$ cat src/rtl/mul_arbiter_pkg.sv
// Shared definitions for the two-requester multiplier arbiter.
//   N_REQ  : number of requesters
//   OP_W   : signed operand width
//   RES_W  : signed product width
//   state_t: arbiter FSM encoding
//   op_mag : two's-complement magnitude; -32768 maps to 32768 unsigned
package mul_arbiter_pkg;

  localparam int N_REQ = 2;
  localparam int OP_W  = 16;
  localparam int RES_W = 32;

  typedef enum logic [2:0] {
    ST_IDLE      = 3'd0,
    ST_LAUNCH    = 3'd1,
    ST_WAIT_BUSY = 3'd2,
    ST_WAIT_DONE = 3'd3,
    ST_RESP      = 3'd4
  } state_t;

  // The most negative value negates to itself, which read back as unsigned
  // is exactly its magnitude, so no special case is needed.
  function automatic logic [OP_W-1:0] op_mag(input logic [OP_W-1:0] v);
    return v[OP_W-1] ? (~v + OP_W'(1)) : v;
  endfunction

endpackage

$ cat src/rtl/mul_arbiter_mul.sv
// Iterative 16x16 unsigned shift-add multiplier.
//   clk, rst_n : clock, async active-low reset
//   start      : load operands and begin (also restarts a running operation)
//   in_a, in_b : unsigned operands sampled with start
//   out        : product, valid once busy falls
//   busy       : high while iterating, one cycle per multiplier bit
module mul_arbiter_mul
  import mul_arbiter_pkg::*;
(
  input  logic             clk,
  input  logic             rst_n,
  input  logic             start,
  input  logic [OP_W-1:0]  in_a,
  input  logic [OP_W-1:0]  in_b,
  output logic [RES_W-1:0] out,
  output logic             busy
);

  localparam int CNT_W = $clog2(OP_W + 1);

  logic [RES_W-1:0] acc_q;
  logic [RES_W-1:0] a_sh_q;
  logic [OP_W-1:0]  b_sh_q;
  logic [CNT_W-1:0] cnt_q;

  always_ff @(posedge clk or negedge rst_n) begin
    if (!rst_n) begin
      acc_q  <= '0;
      a_sh_q <= '0;
      b_sh_q <= '0;
      cnt_q  <= '0;
      busy   <= 1'b0;
    end else if (start) begin
      acc_q  <= '0;
      a_sh_q <= RES_W'(in_a);
      b_sh_q <= in_b;
      cnt_q  <= CNT_W'(OP_W);
      busy   <= 1'b1;
    end else if (busy) begin
      if (b_sh_q[0]) acc_q <= acc_q + a_sh_q;
      a_sh_q <= a_sh_q << 1;
      b_sh_q <= b_sh_q >> 1;
      cnt_q  <= cnt_q - CNT_W'(1);
      if (cnt_q == CNT_W'(1)) busy <= 1'b0;
    end
  end

  assign out = acc_q;

endmodule

$ cat src/rtl/mul_arbiter.sv
// Two-requester arbiter in front of one shared iterative multiplier.
// Operands are converted to sign/magnitude, multiplied unsigned, and the
// sign is re-applied on completion. A timer bounds each operation.
//   clk, rst_n       : clock, async active-low reset
//   req[1:0]         : request levels, bit i = requester i
//   in_a_i, in_b_i   : signed operands of requester i
//   gnt[1:0]         : one-hot pulse, operands of requester i captured
//   done[1:0]        : one-hot pulse, result valid for requester i
//   result           : signed product, held until the next done
//   err              : pulse when the multiplier does not finish in time
//
// state        | meaning
// IDLE         | arbitrate; capture winner operands on any request
// LAUNCH       | gnt pulse, start multiplier, timer running
// WAIT_BUSY    | wait for multiplier to report busy
// WAIT_DONE    | wait for busy to fall, then take the signed product
// RESP         | done pulse with result
module mul_arbiter
  import mul_arbiter_pkg::*;
#(
  parameter int ARB_MODE = 0,
  parameter int TIMEOUT  = 40
) (
  input  logic                    clk,
  input  logic                    rst_n,
  input  logic [N_REQ-1:0]        req,
  input  logic signed [OP_W-1:0]  in_a_0,
  input  logic signed [OP_W-1:0]  in_b_0,
  input  logic signed [OP_W-1:0]  in_a_1,
  input  logic signed [OP_W-1:0]  in_b_1,
  output logic [N_REQ-1:0]        gnt,
  output logic [N_REQ-1:0]        done,
  output logic signed [RES_W-1:0] result,
  output logic                    err
);

  localparam int TMR_W = $clog2(TIMEOUT + 1);

  state_t state_q, state_d;

  logic                   win_q, win_sel;
  logic                   prio_q;
  logic                   sign_q;
  logic [OP_W-1:0]        mag_a_q, mag_b_q;
  logic [TMR_W-1:0]       tmr_q;
  logic                   err_q, expire;
  logic                   timing, timeout_hit;
  logic signed [OP_W-1:0] a_sel, b_sel;

  logic                   mul_start, mul_busy;
  logic [RES_W-1:0]       mul_out;

  // prio_q names the requester that wins a tie in round-robin mode.
  always_comb begin
    win_sel = 1'b0;
    if (req == 2'b10) win_sel = 1'b1;
    else if (req == 2'b11) win_sel = (ARB_MODE == 0) ? prio_q : 1'b0;
  end

  assign a_sel = win_sel ? in_a_1 : in_a_0;
  assign b_sel = win_sel ? in_b_1 : in_b_0;

  assign timing      = (state_q == ST_LAUNCH) || (state_q == ST_WAIT_BUSY) ||
                       (state_q == ST_WAIT_DONE);
  assign timeout_hit = timing && (tmr_q == '0);

  always_comb begin
    state_d   = state_q;
    gnt       = '0;
    done      = '0;
    mul_start = 1'b0;
    expire    = 1'b0;
    case (state_q)
      ST_IDLE: begin
        if (req != '0) state_d = ST_LAUNCH;
      end
      ST_LAUNCH: begin
        gnt[win_q] = 1'b1;
        mul_start  = 1'b1;
        if (timeout_hit) begin
          state_d = ST_IDLE;
          expire  = 1'b1;
        end else begin
          state_d = ST_WAIT_BUSY;
        end
      end
      ST_WAIT_BUSY: begin
        if (timeout_hit) begin
          state_d = ST_IDLE;
          expire  = 1'b1;
        end else if (mul_busy) begin
          state_d = ST_WAIT_DONE;
        end
      end
      ST_WAIT_DONE: begin
        // A completion on the final timer cycle still counts as in time.
        if (!mul_busy) begin
          state_d = ST_RESP;
        end else if (timeout_hit) begin
          state_d = ST_IDLE;
          expire  = 1'b1;
        end
      end
      ST_RESP: begin
        done[win_q] = 1'b1;
        state_d     = ST_IDLE;
      end
      default: state_d = ST_IDLE;
    endcase
  end

  always_ff @(posedge clk or negedge rst_n) begin
    if (!rst_n) begin
      state_q <= ST_IDLE;
      win_q   <= 1'b0;
      prio_q  <= 1'b0;
      sign_q  <= 1'b0;
      mag_a_q <= '0;
      mag_b_q <= '0;
      tmr_q   <= '0;
      err_q   <= 1'b0;
      result  <= '0;
    end else begin
      state_q <= state_d;
      err_q   <= expire;
      if ((state_q == ST_IDLE) && (req != '0)) begin
        win_q   <= win_sel;
        prio_q  <= ~win_sel;
        mag_a_q <= op_mag(a_sel);
        mag_b_q <= op_mag(b_sel);
        sign_q  <= a_sel[OP_W-1] ^ b_sel[OP_W-1];
        tmr_q   <= TMR_W'(TIMEOUT - 1);
      end else if (timing && (tmr_q != '0)) begin
        tmr_q <= tmr_q - TMR_W'(1);
      end
      if ((state_q == ST_WAIT_DONE) && !mul_busy) begin
        result <= (sign_q && (mul_out != '0)) ? -$signed(mul_out) : $signed(mul_out);
      end
    end
  end

  assign err = err_q;

  mul_arbiter_mul u_mul (
    .clk   (clk),
    .rst_n (rst_n),
    .start (mul_start),
    .in_a  (mag_a_q),
    .in_b  (mag_b_q),
    .out   (mul_out),
    .busy  (mul_busy)
  );

endmodule

$ cat config.mk
export PLATFORM = sky130hd
export DESIGN_NAME = mul_arbiter
export DESIGN_NICKNAME = d
export VERILOG_FILES = /design/src/rtl/mul_arbiter_pkg.sv /design/src/rtl/mul_arbiter_mul.sv /design/src/rtl/mul_arbiter.sv
export SDC_FILE = /design/constraint.sdc
export NUM_CORES = 1
export LEC_CHECK = 0
export CAP_MARGIN = 10
export CELL_PAD_IN_SITES_DETAIL_PLACEMENT = 0
export CELL_PAD_IN_SITES_GLOBAL_PLACEMENT = 1
export CORE_ASPECT_RATIO = 2
export CORE_MARGIN = 8
export CORE_UTILIZATION = 44
export DETAILED_ROUTE_END_ITERATION = 10
export PLACE_DENSITY_LB_ADDON = 0.15
export SLEW_MARGIN = 10
export SYNTH_ARGS = -nofsm -noshare
export SYNTH_HDL_FRONTEND = slang
export SYNTH_SLANG_ARGS = --single-unit
$ cat constraint.sdc
create_clock -name clk -period 5.35 [get_ports clk]
set_input_delay 1.07 -clock clk [delete_from_list [all_inputs] [get_ports clk]]
set_output_delay 1.07 -clock clk [all_outputs]
set_load 0.01 [all_outputs]
==> flow_summary.json, run 1 <==
{
  "status": "complete, no violations",
  "dp_hpwl_mm": 19.2,
  "max-slew-margin-rel_pct": 14.9,
  "ys_warn_count": 0,
  "numCtsBuffers": 17,
  "synth.top_cell.area_share_pct": 40.3,
  "drv_slew": 0,
  "holdWs_ps": 475,
  "clk_path_buf_depth": 2,
  "synth_edf_count": 0,
  "worst_pin_slew_ps": 1270,
  "arrival_ps": 4140,
  "p_leak_nw": 5.57,
  "fin_nets": 1322,
  "layout_min_cycle_time_ps": 3850,
  "synth.area.top_cells": "dfrtp_1 (40%), mux2i_1 (7.4%), o21ai_0 (7.0%)",
  "routed_wl_mm": 25.2,
  "diodes": 0,
  "wl_met1_mm": 9.99,
  "timing.final.ws_setup_ps": 1500,
  "ioPinCount": 105,
  "synth_area_leader_cell": "dfrtp_1",
  "cp.required_ps": 5640,
  "die_h_um": 230,
  "viasPerCell": 5.55,
  "cts_tree": "done",
  "ys_ff_latch": 163,
  "grt_usage_pct": 18.7,
  "cp_cell_sequence": "clkdlybuf4s50_1 -> nand2b_1 -> nand2_2 -> buf_4 -> mux2i_1 -> ha_1 -> nand3_1 -> nor4b_1 -> a21oi_1 -> xnor2_1 -> o21ai_0",
  "fmax_mhz": 259,
  "fin_area_um2": 12000,
  "placed_area_um2": 11400,
  "p_seq_share_pct": 35.0,
  "syn_inst": 1141,
  "cts_repair_resize_count": 0,
  "finalSetupTns_ps": 0,
  "antenna_left": 0,
  "power_frac_clock_pct": 19.4,
  "syn_area_um2": 10100,
  "skew_ps": 8.39,
  "ys_types": 69,
  "antenna_found_initial": 0,
  "dpl_worst_slack_ps": 1020,
  "synthArstFlopShare_pct": 100,
  "clock_sinks": 163,
  "final_util_pct": 52.8,
  "initialDrtViolationCount": 458,
  "core-area_um2": 22600,
  "grt-ovfl-total": 0,
  "synth_most_common_cell": "nand2_1",
  "dr_wl_met3_mm": 1.04,
  "avgSynthCellArea_um2": 8.87,
  "htree_levels": 4,
  "hold_path_class": "flip-flop to flip-flop",
  "hold_viol": 0,
  "layout-drive-gt1-share_pct": 6.03,
  "power_frac_comb_pct": 45.5,
  "grt_setup_unrepaired": "false",
  "ys_seq_area_share_pct": 40.3,
  "endpoint_kind": "flip-flop",
  "wl_per_cell_um": 16.7,
  "clk_latency_ps": 440,
  "start_util_pct": 44.7,
  "cpMaxStageDelayCell": "nor4b_1",
  "synth_common_cells": "nand2_1 (168), dfrtp_1 (163), o21ai_0 (141)",
  "vdd_drop_max_v": 0.000264,
  "crit_buf_inv": 2,
  "internal_power_w": 0.00361,
  "cp-start-kind": "primary input",
  "grt_pass1_vias": 8498,
  "route.detailed.drc": 0,
  "min_period_over_period_pct": 72.1,
  "clk_pin_slew_ps": 70,
  "drv_cap": 0,
  "grt_first_pass_wirelength_mm": 42.4,
  "p_per_area_nw_per_um2": 515,
  "postCtsHoldBufs": 0,
  "grt_max_degree": 164,
  "die_x_um": 123,
  "fp-row-count": 78,
  "critPathKind": "primary input to flip-flop",
  "swShare_pct": 41.5,
  "cts_root_buf": "clkbuf_16",
  "max_stage_delay_ps": 650,
  "area_delta_synth_final_pct": 18.3,
  "dr.pass1.iters": 5,
  "syn-num-nets": 1248,
  "path_delay_family": "simple AND/OR/NAND/NOR gates",
  "io_buffers": 104,
  "finalSetupViolations": 0,
  "highest_layer": "met4",
  "netSwitchingPower_w": 0.00255,
  "die-area_um2": 28400,
  "cts_setup_buffers": 0,
  "place.gp.congestion": 0.878,
  "synth_ff_type": "dfrtp_1",
  "path_max_fanout": 44,
  "vias": 8369,
  "routed-wl-met2_mm": 13.1
}
sequential cells by signal, summed over array words and instances (netlist names):
signal / flops
u_mul.cnt_q: 5
u_mul.a_sh_q: 32
mag_b_q: 16
err: 1
sign_q: 1
prio_q: 1
tmr_q: 6
mag_a_q: 16
u_mul.busy: 1
u_mul.b_sh_q: 16
win_q: 1
u_mul.out: 32
result: 32
state_q: 3
cell usage in the layout (no fill, tap or decap), types with 5 or more instances in the layout:
master / netlist / routed
a31oi_1: 16 / 16
mux2_2: 6 / 6
o41ai_1: 7 / 7
or3_1: 8 / 7
nand3_1: 19 / 19
inv_1: 21 / 21
buf_4: 0 / 12
and3_1: 10 / 10
a211oi_1: 7 / 7
clkdlybuf4s50_1: 0 / 103
xnor2_1: 39 / 39
clkinvlp_4: 0 / 5
a21o_1: 24 / 24
mux2i_1: 75 / 75
o211ai_1: 6 / 6
nand2b_1: 7 / 7
nor3_1: 31 / 31
a32o_1: 5 / 5
o21ai_0: 141 / 141
nor4_1: 8 / 8
clkbuf_16: 0 / 17
a21boi_0: 6 / 6
nor2b_1: 6 / 6
xor2_1: 38 / 38
nor2_1: 83 / 83
o21bai_1: 7 / 7
o31ai_1: 9 / 9
a21oi_1: 51 / 50
nand4_1: 9 / 9
dfrtp_1: 163 / 162
ha_1: 38 / 38
nand2_1: 168 / 167
per-layer routing:
metal	vias up	GRT usage, %
met5	-	0
met4	0	10.3
met3	42	3.15
met2	202	33.4
met1	3870	20.3
li1	4255	-
area by class of cell:
cell class	instances	area, µm²
fillers	2210	10700
multi-input cells	894	5720
flip-flops and latches	163	4080
repair buffers	117	1150
clock buffers	20	457
well taps	280	350
clock inverters	12	120
inverters	22	82.6
kinds of logic after synthesis:
logic type / Yosys count / synth area share (%)
AND/OR/NAND/NOR: 380 / 17.4
AO/OA/AOI/OAI: 316 / 19.3
flip-flops: 163 / 40.3
buffers and inverters: 84 / 3.20
multiplexers: 82 / 8.24
XOR/XNOR: 77 / 6.67
adder cells (fa/ha/maj): 39 / 4.90
worst reg2reg max path, cell delays in order, from the launching register on:
cell,delay [ps]
dfrtp_1,400
ha_1,200
inv_1,60
fa_1,390
nor2b_1,170
o211a_1,160
o21ai_0,210
a2111oi_1,1180
o21ai_0,350
and3b_1,270
o31ai_1,220
power by group through the flow:
stage	clock network (W)	logic, W	registers, W
floorplan	0	0.00204	0.00208
global placement	0	0.00280	0.00217
detailed placement	0	0.00283	0.00219
CTS	0.00123	0.00284	0.00217
global route	0.00128	0.00317	0.00225
finish	0.00120	0.00280	0.00216
worst paths after layout:
kind | start | end | slack [ps] | depth (start not counted)
worst max-delay path | req[0] | mag_b_q[14] | 1500 | 11
worst min-delay path | result[14] | result[14] | 470 | 2
worst max register to register | u_mul.out[0] | u_mul.out[28] | 1660 | 10
worst min register to register | result[14] | result[14] | 470 | 2
max in group asynchronous | rst_n | u_mul.busy | 3890 | 2
min in group asynchronous | rst_n | result[5] | 770 | 2
stage by stage:
stage	cells	power (W)
after floorplan	1141	0.00412
after global placement	1476	0.00497
after detailed placement	1476	0.00502
after CTS	1508	0.00624
after global routing	1508	0.00670
final	1508	0.00616
(Power assumes the default switching activity.)
==> run 2: changes to the inputs <==
- clock period: 5.35 -> 3.7 ns (I/O delays scaled with it)
==> run 2 against run 1 <==
Net effect: die area stayed put; worst hold slack worse by 160 ps; critical path depth is 1 higher; cell count is 1.4% higher; final area is 1.3% higher; clock power is 40% higher; sequential power is 43% higher; clock skew hardly changed; critical path type unchanged.
==> flow_summary.json, run 2 (synthesis results as in run 1) <==
{
  "dr.pass1.iters": 6,
  "initialDrtViolationCount": 448,
  "worst_pin_slew_ps": 872,
  "path_delay_family": "simple AND/OR/NAND/NOR gates",
  "grt_max_degree": 83,
  "max-slew-margin-rel_pct": 41.8,
  "cpMaxStageDelayCell": "clkdlybuf4s50_1",
  "drv_cap": 0,
  "finalSetupViolations": 0,
  "antenna_left": 0,
  "cp.required_ps": 4010,
  "placed_area_um2": 11600,
  "p_leak_nw": 5.68,
  "critPathKind": "primary input to flip-flop",
  "core-area_um2": 22600,
  "io_buffers": 104,
  "cp_cell_sequence": "clkdlybuf4s50_1 -> nand2b_1 -> nand2_2 -> mux2i_1 -> ha_1 -> or3b_2 -> nor4_1 -> o221ai_1 -> nor3_2 -> a21oi_1 -> xnor2_1 -> o21ai_0",
  "die-area_um2": 28400,
  "die_h_um": 230,
  "path_max_fanout": 3,
  "grt_setup_unrepaired": "false",
  "vias": 8438,
  "mostFrequentLayoutCells": "nand2_1 (167), dfrtp_1 (162), o21ai_0 (141), clkdlybuf4s50_1 (103), nor2_1 (83)",
  "diodes": 0,
  "numCtsBuffers": 17,
  "final_util_pct": 53.5,
  "antenna_found_initial": 0,
  "place.gp.congestion": 0.913,
  "clock_sinks": 163,
  "hold_path_class": "primary input to async pin",
  "area_delta_synth_final_pct": 19.8,
  "p_per_area_nw_per_um2": 737,
  "skew_ps": 8.75,
  "routed_wl_mm": 25.4,
  "max_stage_delay_ps": 480,
  "route.detailed.drc": 0,
  "layout-drive-gt1-share_pct": 7.61,
  "status": "complete, no violations",
  "htree_levels": 4,
  "postCtsHoldBufs": 0,
  "fmax_mhz": 317,
  "die_x_um": 123,
  "cts_repair_resize_count": 0,
  "finalSetupTns_ps": 0,
  "fin_area_um2": 12100,
  "min_period_over_period_pct": 85.3,
  "holdWs_ps": 317,
  "start_util_pct": 44.7,
  "ioPinCount": 105,
  "dp_hpwl_mm": 19.9,
  "wl_per_cell_um": 16.6,
  "endpoint_kind": "flip-flop",
  "cts_root_buf": "clkbuf_16",
  "drv_slew": 0,
  "grt_pass1_vias": 8636,
  "p_total_w": 0.00893,
  "clk_path_buf_depth": 2,
  "clk_latency_ps": 440,
  "viasPerCell": 5.52,
  "grt_usage_pct": 18.8,
  "final_common_cell": "nand2_1",
  "fin_nets": 1343,
  "crit_buf_inv": 1,
  "cp-start-kind": "primary input",
  "clk_pin_slew_ps": 70,
  "layout_min_cycle_time_ps": 3160,
  "grt_first_pass_wirelength_mm": 42.6,
  "cts_tree": "done",
  "arrival_ps": 3470,
  "grt-ovfl-total": 0,
  "fp-row-count": 78,
  "vdd_drop_max_v": 0.000358,
  "hold_viol": 0,
  "cts_setup_buffers": 0
}
run 2: changes by cell type in the layout (fill, tap and decap cells not counted):
cell,delta
clkinv_2,+1
clkbuf_8,-2
inv_6,-1
clkinvlp_4,-1
clkbuf_1,+1
nor3_2,+1
buf_12,+1
nor3_1,-1
clkinv_4,+2
buf_4,+20
run 2: where the power goes:
group          internal, W  switching, W
Combinational      0.00182       0.00235
Sequential         0.00249      0.000598
Clock             0.000932      0.000747
Total              0.00524       0.00369
run 2: metrics by stage:
stage               worst slack, ps  instances
floorplan                      31.2       1141
global placement                170       1497
detailed placement             75.7       1497
CTS                             550       1529
global route                    257       1529
finish                          544       1529
run 2: path summary, 6_finish.rpt:
kind                               from             to  slack (ps)  cells past startpoint
min in group clk             result[16]     result[16]         470                      2
hold / removal                    rst_n      result[2]         320                      1
setup / recovery                 req[0]    mag_a_q[14]         540                     12
setup reg to reg           u_mul.out[0]  u_mul.out[22]         570                     10
max in group asynchronous         rst_n     u_mul.busy        2620                      2
hold reg to reg              result[16]     result[16]         470                      2
run 2: layout make-up:
type | count | area (µm²)
inverters | 22 | 82.6
well taps | 280 | 350
clock inverters | 13 | 126
fillers | 2155 | 10500
multi-input cells | 894 | 5730
clock buffers | 19 | 433
repair buffers | 138 | 1320
flip-flops and latches | 163 | 4080
run 2: layer usage:
layer  vias up  GRT usage (%)  routed length [µm]
li1       4288              -                   -
met5         -              0                   0
met2       184           33.4               13400
met1      3908           19.9                9690
met3        58           4.06                1090
met4         0           10.3                1160
==> run 3: changes to the inputs <==
- PLACE_DENSITY: not set -> 0.77
- PLACE_DENSITY_LB_ADDON: 0.15 -> not set
==> run 3 against run 2 <==
Net effect: sequential cell count is the same; clock skew is essentially flat; largest power group unchanged; highest routed layer unchanged; power grew 1.4%.
==> flow_summary.json, run 3 (synthesis results as in run 1) <==
{
  "mostFrequentLayoutCells": "nand2_1 (167), dfrtp_1 (162), o21ai_0 (141), clkdlybuf4s50_1 (103), nor2_1 (83)",
  "max-slew-margin-rel_pct": 52.1,
  "clock_sinks": 163,
  "placed_area_um2": 11600,
  "cp.required_ps": 4060,
  "io_buffers": 104,
  "antenna_left": 0,
  "cts_root_buf": "clkbuf_16",
  "core-area_um2": 22600,
  "fin_area_um2": 12200,
  "start_util_pct": 44.7,
  "die_x_um": 123,
  "status": "complete, no violations",
  "htree_levels": 4,
  "vdd_drop_max_v": 0.000371,
  "min_period_over_period_pct": 88.1,
  "antenna_found_initial": 0,
  "vias": 8441,
  "numCtsBuffers": 17,
  "final_common_cell": "nand2_1",
  "grt_setup_unrepaired": "false",
  "endpoint_kind": "flip-flop",
  "hold_path_class": "primary input to async pin",
  "routed_wl_mm": 25.3,
  "fmax_mhz": 307,
  "wl_per_cell_um": 16.5,
  "cp-start-kind": "primary input",
  "fp-row-count": 78,
  "skew_ps": 8.36,
  "ioPinCount": 105,
  "route.detailed.drc": 0,
  "cts_setup_buffers": 0,
  "clk_pin_slew_ps": 70,
  "area_delta_synth_final_pct": 20.2,
  "placed_cells": 1497,
  "fin_nets": 1343,
  "layout_min_cycle_time_ps": 3260,
  "finalSetupViolations": 0,
  "dp_hpwl_mm": 19.7,
  "layout-drive-gt1-share_pct": 7.77,
  "arrival_ps": 3630,
  "drv_slew": 0,
  "cts_repair_resize_count": 0,
  "diodes": 0,
  "path_max_fanout": 44,
  "die_h_um": 230,
  "final_util_pct": 53.7,
  "grt-ovfl-total": 0,
  "drv_cap": 0,
  "die-area_um2": 28400,
  "place.gp.congestion": 0.892,
  "p_leak_nw": 5.71,
  "worst_pin_slew_ps": 717,
  "p_per_area_nw_per_um2": 745,
  "grt_usage_pct": 18.6,
  "clk_path_buf_depth": 2,
  "r2r_cells": 8,
  "dr.pass1.iters": 5,
  "viasPerCell": 5.52,
  "nFillCells": 2171,
  "grt_max_degree": 83,
  "critPathKind": "primary input to flip-flop",
  "hold_viol": 0,
  "cts_tree": "done",
  "clk_latency_ps": 440,
  "initialDrtViolationCount": 514,
  "finalSetupTns_ps": 0,
  "holdWs_ps": 263,
  "grt_pass1_vias": 8737,
  "multiInputGateArea_um2": 5740,
  "postCtsHoldBufs": 0,
  "seqCellArea_um2": 4080,
  "final-instance-count-excl-fill": 1529,
  "grt_first_pass_wirelength_mm": 42.3
}
## run 3: changes by cell type in the layout (fill, tap and decap cells not counted), sizes merged
cell	change
clkbuf	-2
inv	+5
clkinv	-2
bufinv	+1
clkinvlp	-2
## run 3: path summary, 6_finish.rpt
path / from / endpoint / slack [ps]
min reg2reg: result[25] / result[25] / 480
max in group asynchronous: rst_n / u_mul.a_sh_q[0] / 2610
min: rst_n / tmr_q[4] / 260
min in group clk: result[25] / result[25] / 480
max: req[0] / mag_b_q[10] / 440
max reg2reg: u_mul.out[7] / u_mul.out[26] / 660
## run 3: power breakdown
group | switching [W] | total, W | internal [W]
clock network | 0.000779 | 0.00179 | 0.00101
logic | 0.00235 | 0.00417 | 0.00182
registers | 0.000608 | 0.00309 | 0.00249
total | 0.00374 | 0.00906 | 0.00532
## run 3: cell type report
type,instances,share of cell area [%]
clock buffers,17,3.50
clock inverters,15,1.41
inverters,22,0.679
multi-input cells,894,47.2
flip-flops and latches,163,33.6
well taps,280,2.88
repair buffers,138,10.8
## run 3: per-layer routing
metal  GRT usage (%)  wire [µm]
met1            19.5       9740
met2            34.5      13700
met3            2.84        931
met4            9.09        898
met5               0          0
## run 3: stage by stage
step / worst slack (ps) / total power, W
floorplan: 31.2 / 0.00596
global placement: 90.4 / 0.00726
detailed placement: -18.0 / 0.00732
CTS: 452 / 0.00914
global route: 103 / 0.00983
finish: 439 / 0.00906
## run 3: critical path, stage by stage
cell and delay (ps):
clkdlybuf4s50_1 500, nand2b_1 90, nand2_2 130, buf_4 510
mux2i_1 320, ha_1 230, nand3_1 110, nor4b_1 410
buf_4 200, a21oi_1 70, xor2_1 150, o21ai_0 140
